## src/rtl/rib_rr_arbiter_pkg.sv

```systemverilog
// rib_rr_arbiter_pkg: shared RIB bus widths, master indices and arbiter state encoding
package rib_rr_arbiter_pkg;
  localparam int RIB_ADDR_W = 32;
  localparam int RIB_DATA_W = 32;
  localparam int RIB_M_JTAG = 0;
  localparam int RIB_M_UART = 1;
  localparam int RIB_M_EX   = 2;
  localparam int RIB_M_PC   = 3;
  typedef enum logic {ST_IDLE = 1'b0, ST_BUSY = 1'b1} arb_state_t;
endpackage

```

## src/rtl/rib_rr_arbiter_rr_pick.sv

```systemverilog
// rib_rr_arbiter_rr_pick: combinational round-robin picker starting just after the last grant
module rib_rr_arbiter_rr_pick #(
  parameter int N  = 4,
  parameter int IW = $clog2(N)
) (
  input  logic [N-1:0]  i_req,
  input  logic [IW-1:0] i_last,
  output logic          o_valid,
  output logic [IW-1:0] o_idx
);
  assign o_valid = |i_req;
  // scan farthest to nearest so the nearest requester after i_last is written last
  always_comb begin
    o_idx = '0;
    for (int k = N; k >= 1; k--) begin
      if (i_req[IW'((int'(i_last) + k) % N)]) o_idx = IW'((int'(i_last) + k) % N);
    end
  end
endmodule

```

## src/rtl/rib_rr_arbiter.sv

```systemverilog
// rib_rr_arbiter: registered round-robin RIB master arbiter with slave ready handshake and timeout
module rib_rr_arbiter
  import rib_rr_arbiter_pkg::*;
#(
  parameter int               NUM_M       = 4,
  parameter logic [NUM_M-1:0] HOLD_MASK   = 4'b1100,
  parameter int               TIMEOUT_CYC = 256
) (
  input  logic                        clk,
  input  logic                        rst,
  input  logic [NUM_M-1:0]            m_req_i,
  input  logic [NUM_M-1:0]            m_we_i,
  input  logic [NUM_M*RIB_ADDR_W-1:0] m_addr_i,
  input  logic [NUM_M*RIB_DATA_W-1:0] m_wdata_i,
  output logic [NUM_M*RIB_DATA_W-1:0] m_rdata_o,
  output logic [NUM_M-1:0]            m_ack_o,
  output logic                        s_req_o,
  output logic                        s_we_o,
  output logic [RIB_ADDR_W-1:0]       s_addr_o,
  output logic [RIB_DATA_W-1:0]       s_wdata_o,
  input  logic [RIB_DATA_W-1:0]       s_rdata_i,
  input  logic                        s_ready_i,
  output logic                        err_o,
  output logic                        hold_flag_o
);
  localparam int IW = $clog2(NUM_M);
  localparam int TW = TIMEOUT_CYC < 2 ? 1 : $clog2(TIMEOUT_CYC);
  localparam logic [TW-1:0] TMO_LAST = TW'(TIMEOUT_CYC == 0 ? 0 : TIMEOUT_CYC - 1);

  arb_state_t    r_state, w_nxt;
  logic [IW-1:0] r_owner, r_last, w_pick;
  logic [TW-1:0] r_tmo;
  logic          w_valid, w_busy, w_ready, w_tmo, w_done;

  rib_rr_arbiter_rr_pick #(.N(NUM_M), .IW(IW)) u_pick (
    .i_req   (m_req_i),
    .i_last  (r_last),
    .o_valid (w_valid),
    .o_idx   (w_pick)
  );

  assign w_busy  = r_state == ST_BUSY;
  assign w_ready = w_busy & s_ready_i;
  // a ready slave always beats the timeout in the same cycle
  assign w_tmo   = w_busy & ~s_ready_i & (TIMEOUT_CYC != 0) & (r_tmo == TMO_LAST);
  assign w_done  = w_ready | w_tmo;

  always_comb begin
    w_nxt = r_state;
    if (!w_busy) w_nxt = w_valid ? ST_BUSY : ST_IDLE;
    else if (w_done) w_nxt = ST_IDLE;
  end

  always_ff @(posedge clk or negedge rst) begin
    if (!rst) begin
      r_state <= ST_IDLE;
      r_owner <= '0;
      r_last  <= IW'(NUM_M - 1);
      r_tmo   <= '0;
    end else begin
      r_state <= w_nxt;
      if (!w_busy && w_valid) begin
        r_owner <= w_pick;
        r_tmo   <= '0;
      end
      if (w_done) r_last <= r_owner;
      else if (w_busy && r_tmo != '1) r_tmo <= r_tmo + 1'b1;
    end
  end

  assign s_req_o   = w_busy;
  assign s_we_o    = w_busy & m_we_i[r_owner];
  assign s_addr_o  = w_busy ? m_addr_i[r_owner*RIB_ADDR_W +: RIB_ADDR_W] : '0;
  assign s_wdata_o = w_busy ? m_wdata_i[r_owner*RIB_DATA_W +: RIB_DATA_W] : '0;
  assign err_o     = w_tmo;

  always_comb begin
    m_ack_o = '0;
    m_rdata_o = '0;
    m_ack_o[r_owner] = w_done;
    m_rdata_o[r_owner*RIB_DATA_W +: RIB_DATA_W] = w_ready ? s_rdata_i : '0;
  end

  // gated by reset so every output reads 0 while rst is asserted
  assign hold_flag_o = rst & |(m_req_i & HOLD_MASK & ~m_ack_o);
endmodule

```

## config.mk

```make
export PLATFORM = sky130hd
export DESIGN_NAME = rib_rr_arbiter
export DESIGN_NICKNAME = d
export VERILOG_FILES = /design/src/rtl/rib_rr_arbiter_pkg.sv /design/src/rtl/rib_rr_arbiter_rr_pick.sv /design/src/rtl/rib_rr_arbiter.sv
export SDC_FILE = /design/constraint.sdc
export NUM_CORES = 1
export LEC_CHECK = 0
export CORE_AREA = 4 4 192 194
export CTS_CLUSTER_DIAMETER = 40
export DETAILED_ROUTE_END_ITERATION = 8
export DIE_AREA = 0 0 196 198
export PLACE_DENSITY = 0.52
export SLEW_MARGIN = 20
export SYNTH_ARGS = -nofsm -noshare
export SYNTH_HDL_FRONTEND = slang
export SYNTH_SLANG_ARGS = --single-unit
```

## constraint.sdc

```tcl
create_clock -name clk -period 2.74 [get_ports clk]
set_input_delay 0.411 -clock clk [delete_from_list [all_inputs] [get_ports clk]]
set_output_delay 0.411 -clock clk [all_outputs]
set_load 0.01 [all_outputs]
```

Yosys cells after proc, flatten, opt, wreduce, memory -nomap -nowiden:

Index checks and enable logic that the tools add are counted.

* flip-flop bits (word level): 13
* bits in latches: 0
* RAM bits: 0
* bits in read-only memories: 0
* logic and storage cells: 68
* memories kept: 0

* $add $sub $neg: 6
* multipliers: 0
* divide/modulo/power cells: 0
* magnitude comparators: 6
* eq/ne operators: 2
* shifts and indexed selects: 4
* muxes and demuxes: 29
* bitwise operators: 11
* reductions and logical operators: 6

Operator list (number)
* $shiftx 128x8->32: 2
* $and 128x128->128: 1
* $shift 32x34->128 const A: 1
* $shiftx 32x34->128: 1
* $mux 32: 3
* $neg 7->34: 1
* $mux 8: 3
* $lt 2x4->1 const B: 4
* $mux 1: 13
* $bmux 1 s2: 5
* $add 8x1->8 const B: 1
* $and 4x4->4: 2
* $eq 8x8->1 const B: 1
* $mux 2: 4
* $ne 8x8->1 const B: 1
* $reduce_or 4->1: 2
* $and 1x1->1: 5
* $add 2x1->2 const B: 2
* $add 2x2->2 const B: 2
* $not 4->4: 1
* $logic_and 1x1->1: 3
* $lt 2x3->1 const B: 1
* $demux 1 s2: 1
* $ge 2x1->1 const B: 1
* 3 further kinds: 3

Depth between registers and ports, before layout:

Gate-level depths: netlist (run 1).

* depth after elaboration: 9
* depth in mapped cells: 8
* mapped depth without buffers: 5

By module:

A second synthesis (run 1) with hierarchy kept.

* cell total of the unflattened synthesis: 426
* area, all modules: 3593.4 µm²

By module, submodules not included
* rib_rr_arbiter: times used 1, cells each 412, area each 3502.1 µm²
* rib_rr_arbiter_rr_pick: times used 1, cells each 14, area each 91.3 µm²

Least setup slack after synthesis (run 1):

OpenSTA, ideal clock, no wires.

* kind: register -> output
* from: reg r_owner[1]
* to: out m_rdata_o[10]
* arrival: 1.880 ns
* required time: 2.329 ns
* slack: 0.449 ns
* cell stages (with the launch flop): 8
* path buffers: 3
* cell sequence: dfrtp_1 > buf_2 > buf_2 > inv_1 > ha_1 > nand3b_1 > clkbuf_1 > nor2_1

* word-level cells in the longest chain between the ends: 3
* elaborated cells on any way between the ends: 4
* those cells by class: add/sub (1); shift (2); bitwise (1)

RTL lines
* start: declaration: RTL line rib_rr_arbiter.sv:31 `logic [IW-1:0] r_owner, r_last, w_pick;`
* start signal: assignment: RTL line rib_rr_arbiter.sv:63 `r_owner <= w_pick;`
* $neg 7->34 *: RTL line rib_rr_arbiter.sv:81 `m_rdata_o[r_owner*RIB_DATA_W +: RIB_DATA_W] = w_ready ? s_rdata_i : '0;`
* $shiftx 32x34->128 or $shift 32x34->128 (tied branches): RTL line rib_rr_arbiter.sv:81
* $and 128x128->128 (no source line) *
* end: declaration: RTL line rib_rr_arbiter.sv:15 `output logic [NUM_M*RIB_DATA_W-1:0] m_rdata_o,`

Every way passes the cells marked *; elsewhere a longest branch is shown, timed or not.

Final worst setup path (run 1):

* from: reg r_owner[0]
* to: out s_wdata_o[7]

* word-level cells in the longest chain between the ends: 2

RTL lines
* $shiftx 128x8->32: RTL line rib_rr_arbiter.sv:74 `assign s_wdata_o = w_busy ? m_wdata_i[r_owner*RIB_DATA_W +: RIB_DATA_W] : '0;`
* $mux 32: RTL line rib_rr_arbiter.sv:74
* end: declaration: RTL line rib_rr_arbiter.sv:20 `output logic [RIB_DATA_W-1:0] s_wdata_o,`

Every way passes these cells.

==> impl_metrics.yaml, run 1 <==
timing:
  post-route-worst-setup-slack_ns: 0.0466
  max_freq_mhz: 371
  slew_headroom_pct: 51.8
  setup_viol: 0
  rsz0062_at_grt: "yes"
  finalClockSkew_ns: 0.00426
  hold_ws_ns: 0.520
  finalCritPeriodShare_pct: 98.3
  tightest_slew_ns: 0.717
  maxSlewViolCount: 0
  fin_tns_setup_ns: 0
  hold_viol_final: 0
  finalCriticalPeriod_ns: 2.69
power:
  power.total_uw: 5890
  peakVddDrop_v: 0.000475
  p_per_area_nw_per_um2: 611
  leakage_uw: 0.00464
detailed_routing:
  vias_per_cell: 3.94
  wl_per_cell_um: 19.7
  vias: 5467
  drtPass1Iterations: 4
  postRouteAntennaNets: 0
  finalWirelength_um: 27400
  route.detailed.drc: 0
  dr.first_iter.drc_count: 248
global_route:
  grt_pass1_vias: 5739
  grt_max_degree: 70
  busiest_layer: "met2"
  grt.total_usage_pct: 12.5
  grt_util_met3_pct: 3.22
  grt_first_pass_wirelength_um: 37800
  grt_util_met2_pct: 22.2
  grt_use_met1_pct: 16.1
  gr-total-overflow: 0
  antenna_found_initial: 2
finish:
  final_nets: 1234
  fin_area_um2: 9630
  fillers: 3791
  regArea_um2: 337
  multi_input_area_um2: 2990
  areaGrowthSynthToFinish_pct: 169
  drive_gt1_share_pct: 12.3
yosys:
  synth-edff-count: 0
  ys_types: 38
  syn_area_per_cell_um2: 8.34
  synth_top_area_cell: "mux4_2"
  synthTopCellsByArea: "mux4_2 (41%), nor2_1 (14%), and2_1 (12%), dfrtp_1 (7.7%), nand2_1 (4.4%)"
  ys_async_sr_fraction_pct: 100
  synth_top_flop_cell: "dfrtp_1"
  synth_top_area_share_pct: 40.9
  syn-num-nets: 736
  synth_cells: 429
  ys_seq_elements: 13
  synth_warnings: 0
  ys_seq_area_share_pct: 9.17
  synth_area_um2: 3580
worst_setup_path:
  cp_data_arrival_time_ns: 2.28
  cp_top_family: "buffers and inverters"
  cp-start-kind: "flip-flop"
  cp_slowest_cell: "mux4_2"
  path_buf_inv: 3
  cp.required_ns: 2.33
  cp-end-kind: "output port"
  critical_path_class: "reg -> out"
  path_max_fanout: 13
  cp_cell_sequence: "buf_16, buf_4, mux4_2, and2_1, clkdlybuf4s50_1"
  max_stage_delay_ns: 0.51
place:
  hpwl_um: 22300
  finalWeightedCongestion: 0.864
  numPortBuffers: 498
  dpl_cell_area_um2: 9260
  dp_slack_ns: 0.0776
die:
  num_rows: 69
  start_util_pct: 10.2
  pin_count: 499
  die_w_um: 196
  dieArea_um2: 38800
  die_h_um: 198
  coreArea_um2: 35200
clocking:
  ctsLongestPathBuffers: 2
  numCtsBuffers: 3
  cts-hold-fix-buffers: 0
  cts_root_buffer: "clkbuf_16"
  htreeDepth: 1
  path_clk_slew_ns: 0.04
  clk-insertion-delay-late_ns: 0.24
  tritoncts: "yes"
  cts_sinks: 13
min_path:
  hold_class: "reg -> reg"
outcome:
  status: "complete, no violations"
run:
  cap_violations: 0
==> report_power, final <==
part | internal, µW | leakage (µW) | switching [µW]
sequential | 270 | 0.000162 | 83.6
combinational | 2900 | 0.00444 | 2370
clock | 196 | 0.0000382 | 74.4
==> path summary, 6_finish.rpt <==
path                                   startpoint                    end  slack (ns)  depth (start not counted)
setup / recovery           r_owner[0]$_DFFE_PN0P_           s_wdata_o[7]        0.05                          5
hold / removal                 r_tmo[4]$_DFF_PN0_     r_tmo[4]$_DFF_PN0_        0.52                          1
setup reg to reg               r_tmo[0]$_DFF_PN0_     r_tmo[5]$_DFF_PN0_        0.51                          6
hold reg to reg                r_tmo[4]$_DFF_PN0_     r_tmo[4]$_DFF_PN0_        0.52                          1
max in group asynchronous                     rst  r_last[0]$_DFFE_PN1P_        1.95                          2
min in group asynchronous                     rst     r_tmo[0]$_DFF_PN0_        0.55                          2
==> worst register-to-register path, stage by stage (launching register included) <==
cell,delay (ns)
dfrtp_1,0.39
ha_1,0.24
nand4_1,0.20
buf_4,0.21
o21ai_1,0.58
mux2_2,0.41
o22ai_1,0.12
==> per-stage QoR <==
stage               util (%)  cells
global placement        26.3   1378
detailed placement      26.3   1378
global route            27.3   1388
finish                  27.3   1389
CTS                     26.6   1383
floorplan                  -    429
==> cell families (layout without fill, tap and decap cells) <==
group	count (synthesis)	in the layout	synth area share, %
other	0	2	0
buffers and inverters	47	544	7.31
AOI/OAI and AO/OA	26	26	5.00
DFF	13	13	9.17
adders and majority gates	8	8	2.80
xor gates and xnor gates	1	1	0.245
and+or+nand+nor	268	268	34.2
muxes	66	66	41.3
==> synth_stat cells, types with 3 or more instances <==
cell type / instances
o22ai_1: 3
nand3_1: 8
inv_1: 7
dfrtp_1: 11
buf_4: 4
ha_1: 8
and2_1: 70
o211ai_1: 3
a31oi_1: 3
buf_2: 15
buf_1: 3
clkbuf_1: 14
nor2_1: 136
o21ai_0: 6
mux4_2: 65
a21oi_1: 3
nand2_1: 42
nand2b_1: 3
==> layout make-up <==
| type | instances | area share (%) |
|---|---|---|
| diodes | 2 | 0.0520 |
| multi-input cells | 369 | 31.1 |
| clock buffers | 4 | 0.818 |
| well taps | 461 | 5.99 |
| flip-flops and latches | 13 | 3.49 |
| repair buffers | 533 | 58.3 |
| inverters | 7 | 0.273 |
==> flip-flops by register name (all words and copies together) (netlist names) <==
register  cells
r_tmo         8
s_req_o       1
r_last        2
r_owner       2
==> cell usage in the layout (no fill, tap or decap), types with 5 or more instances in the layout <==
| master | instances |
|---|---|
| mux4_2 | 65 |
| buf_12 | 9 |
| clkbuf_16 | 5 |
| nor2_1 | 134 |
| dlygate4sd2_1 | 31 |
| ha_1 | 8 |
| and2_1 | 69 |
| buf_4 | 19 |
| dfrtp_1 | 8 |
| clkdlybuf4s50_1 | 393 |
| dlymetal6s2s_1 | 74 |
| nand2_1 | 42 |
| o21ai_0 | 6 |
| nand3_1 | 8 |
| inv_1 | 6 |
==> routing by layer <==
layer | wire, µm | part of all wire, %
met5 | 13 | 0.047
met2 | 13700 | 50
met4 | 174 | 0.63
met3 | 2350 | 8.6
met1 | 11200 | 41
==> timing repair <==
action,in CTS,in global routing
cloned,1,2
setup buffers,0,2
endpoints found under the setup margin,72,116
gates resized for setup,38,78
pin swaps,0,0
Note: power is estimated with default switching activity, not from simulation.
==> run 2, diff against run 1 <==
--- a/config.mk
+++ b/config.mk
@@ -5,10 +5,10 @@
 export SDC_FILE = /design/constraint.sdc
 export NUM_CORES = 1
 export LEC_CHECK = 0
-export CORE_AREA = 4 4 192 194
+export CORE_AREA = 5 5 193 195
 export CTS_CLUSTER_DIAMETER = 40
 export DETAILED_ROUTE_END_ITERATION = 8
-export DIE_AREA = 0 0 196 198
+export DIE_AREA = 0 0 198 200
 export PLACE_DENSITY = 0.52
 export SLEW_MARGIN = 20
 export SYNTH_ARGS = -nofsm -noshare
==> run 2 against run 1 <==
- global-route usage decreased by 0.34 points
- core utilization is 0.46 points lower
- non-clock buffer count shrank 1
- clock power about the same
- die area is 2.0% higher
- count of clock-buffer cells in the layout unchanged
- maximum frequency is 0.44% higher
- sequential power decreased by 5.6%
- wire length grew 1.9%
- clock skew down 0.0037 ns
- critical endpoint is now s_wdata_o[12]
- largest cell class unchanged
- largest power group unchanged
==> impl_metrics.yaml, run 2 (synthesis gave the netlist of run 1 again) <==
worst_setup_path:
  path_max_fanout: 12
  cp-end-kind: "output port"
  cp_data_arrival_time_ns: 2.27
  critical_path_class: "reg -> out"
  cp_cell_sequence: "buf_12, buf_8, mux4_2, and2_1, clkdlybuf4s50_1"
  cp-start-kind: "flip-flop"
  cp_slowest_cell: "mux4_2"
  cp.required_ns: 2.33
  path_buf_inv: 3
  cp_top_family: "buffers and inverters"
  max_stage_delay_ns: 0.54
min_path:
  hold_class: "reg -> reg"
global_route:
  antenna_found_initial: 0
  grt_first_pass_wirelength_um: 37200
  grt_pass1_vias: 5792
  grt.total_usage_pct: 12.2
  gr-total-overflow: 0
  grt_max_degree: 73
finish:
  fin_area_um2: 9470
  most-common-layout-cells: "clkdlybuf4s50_1 (473), nor2_1 (136), and2_1 (69)"
  largest_reg_flops: 8
  reg_top3: "r_tmo (8), r_last (2), r_owner (2)"
  drive_gt1_share_pct: 12.0
  areaGrowthSynthToFinish_pct: 165
  final_common_cell: "clkdlybuf4s50_1"
  fillers: 3817
  largest-register: "r_tmo"
  final_nets: 1233
  diodes: 0
clocking:
  numCtsBuffers: 3
  path_clk_slew_ns: 0.04
  cts-hold-fix-buffers: 0
  tritoncts: "yes"
  cts_sinks: 13
  cts_root_buffer: "clkbuf_16"
  clk-insertion-delay-late_ns: 0.24
  htreeDepth: 1
  ctsLongestPathBuffers: 2
timing:
  finalCritPeriodShare_pct: 97.9
  finalCriticalPeriod_ns: 2.68
  hold_viol_final: 0
  max_freq_mhz: 373
  hold_ws_ns: 0.518
  post-route-worst-setup-slack_ns: 0.0585
  rsz0062_at_grt: "yes"
  maxSlewViolCount: 0
  slew_headroom_pct: 66.4
  tightest_slew_ns: 0.504
  setup_viol: 0
  finalClockSkew_ns: 0.000600
die:
  coreArea_um2: 35200
  start_util_pct: 10.2
  num_rows: 69
  die_h_um: 200
  pin_count: 499
  dieArea_um2: 39600
  die_w_um: 198
power:
  pwr-share-seq_pct: 5.5
  peakVddDrop_v: 0.000392
  netSwitchingPower_uw: 2600
  clock_power_share_pct: 4.5
  p_per_area_nw_per_um2: 641
  intPower_uw: 3470
  pwr-share-comb_pct: 90.0
  switching_share_pct: 42.8
  leakage_uw: 0.00360
place:
  dp_slack_ns: 0.0560
  finalWeightedCongestion: 0.828
  numPortBuffers: 498
  dpl_cell_area_um2: 9220
  hpwl_um: 23200
detailed_routing:
  route.detailed.drc: 0
  wl_per_cell_um: 20.1
  vias: 5414
  drtPass1Iterations: 5
  finalWirelength_um: 27900
  vias_per_cell: 3.91
  dr.first_iter.drc_count: 211
  postRouteAntennaNets: 0
outcome:
  status: "complete, no violations"
run:
  cap_violations: 0
-- run 2: area by class of cell --
cell class	count	area [µm²]	share of cell area [%]
clock buffer	4	78.8	0.832
tap	461	577	6.09
multi-input combinational	369	2990	31.6
inverter	7	26.3	0.277
sequential	13	334	3.53
timing repair buffer	532	5470	57.7
-- run 2: repair_timing --
action                                 CTS  global route
setup buffers                            3             2
setup endpoints to repair               19            71
endpoints found under the hold margin    0             0
cloned                                   0             1
resized for setup                        7            29
-- run 2: per-layer routing --
| metal | track usage [%] | part of all wire [%] | up-vias | wire length (µm) |
|---|---|---|---|---|
| li1 | - | - | 2499 | - |
| met1 | 15.1 | 40 | 2621 | 11200 |
| met2 | 22.1 | 50 | 284 | 13900 |
| met3 | 3.37 | 9.2 | 10 | 2570 |
| met4 | 0.995 | 1.1 | 0 | 320 |
| met5 | 0 | 0 | - | 0 |
-- run 2: power by group through the flow --
stage / Combinational [µW] / Sequential, µW / Clock, µW
finish: 5460 / 334 / 273
global route: 5840 / 347 / 290
CTS: 5480 / 331 / 281
detailed placement: 5380 / 333 / 0
global placement: 5390 / 330 / 0
floorplan: 2690 / 314 / 0
-- run 2: stage by stage --
stage | util (%) | setup TNS, ns | instances | power, µW
finish | 26.9 | 0 | 1386 | 6070
global route | 26.9 | -0.00437 | 1386 | 6480
CTS | 26.5 | 0 | 1383 | 6100
detailed placement | 26.2 | 0 | 1376 | 5710
global placement | 26.2 | 0 | 1376 | 5720
floorplan | - | 0 | 429 | 3010
-- run 2: worst register-to-register path, delay by kind of cell (launching register included) --
kind                     cells  cell delay [ns]
AO/OA/AOI/OAI                2             0.25
adder cells (fa/ha/maj)      1             0.24
buffers and inverters        2             0.40
multiplexers                 1             0.34
flip-flops                   1             0.40
AND/OR/NAND/NOR              1             0.22
-- run 2: worst paths after layout --
check | start | to | depth (start not counted) | slack [ns]
max in group asynchronous | rst | r_last[1]$_DFFE_PN1P_ | 2 | 1.96
worst max-delay path | r_owner[0]$_DFFE_PN0P_ | s_wdata_o[12] | 5 | 0.06
worst max register to register | r_tmo[0]$_DFF_PN0_ | r_tmo[5]$_DFF_PN0_ | 7 | 0.80
worst min register to register | r_tmo[4]$_DFF_PN0_ | r_tmo[4]$_DFF_PN0_ | 1 | 0.52
min in group asynchronous | rst | r_tmo[4]$_DFF_PN0_ | 2 | 0.54
worst min-delay path | r_tmo[4]$_DFF_PN0_ | r_tmo[4]$_DFF_PN0_ | 1 | 0.52
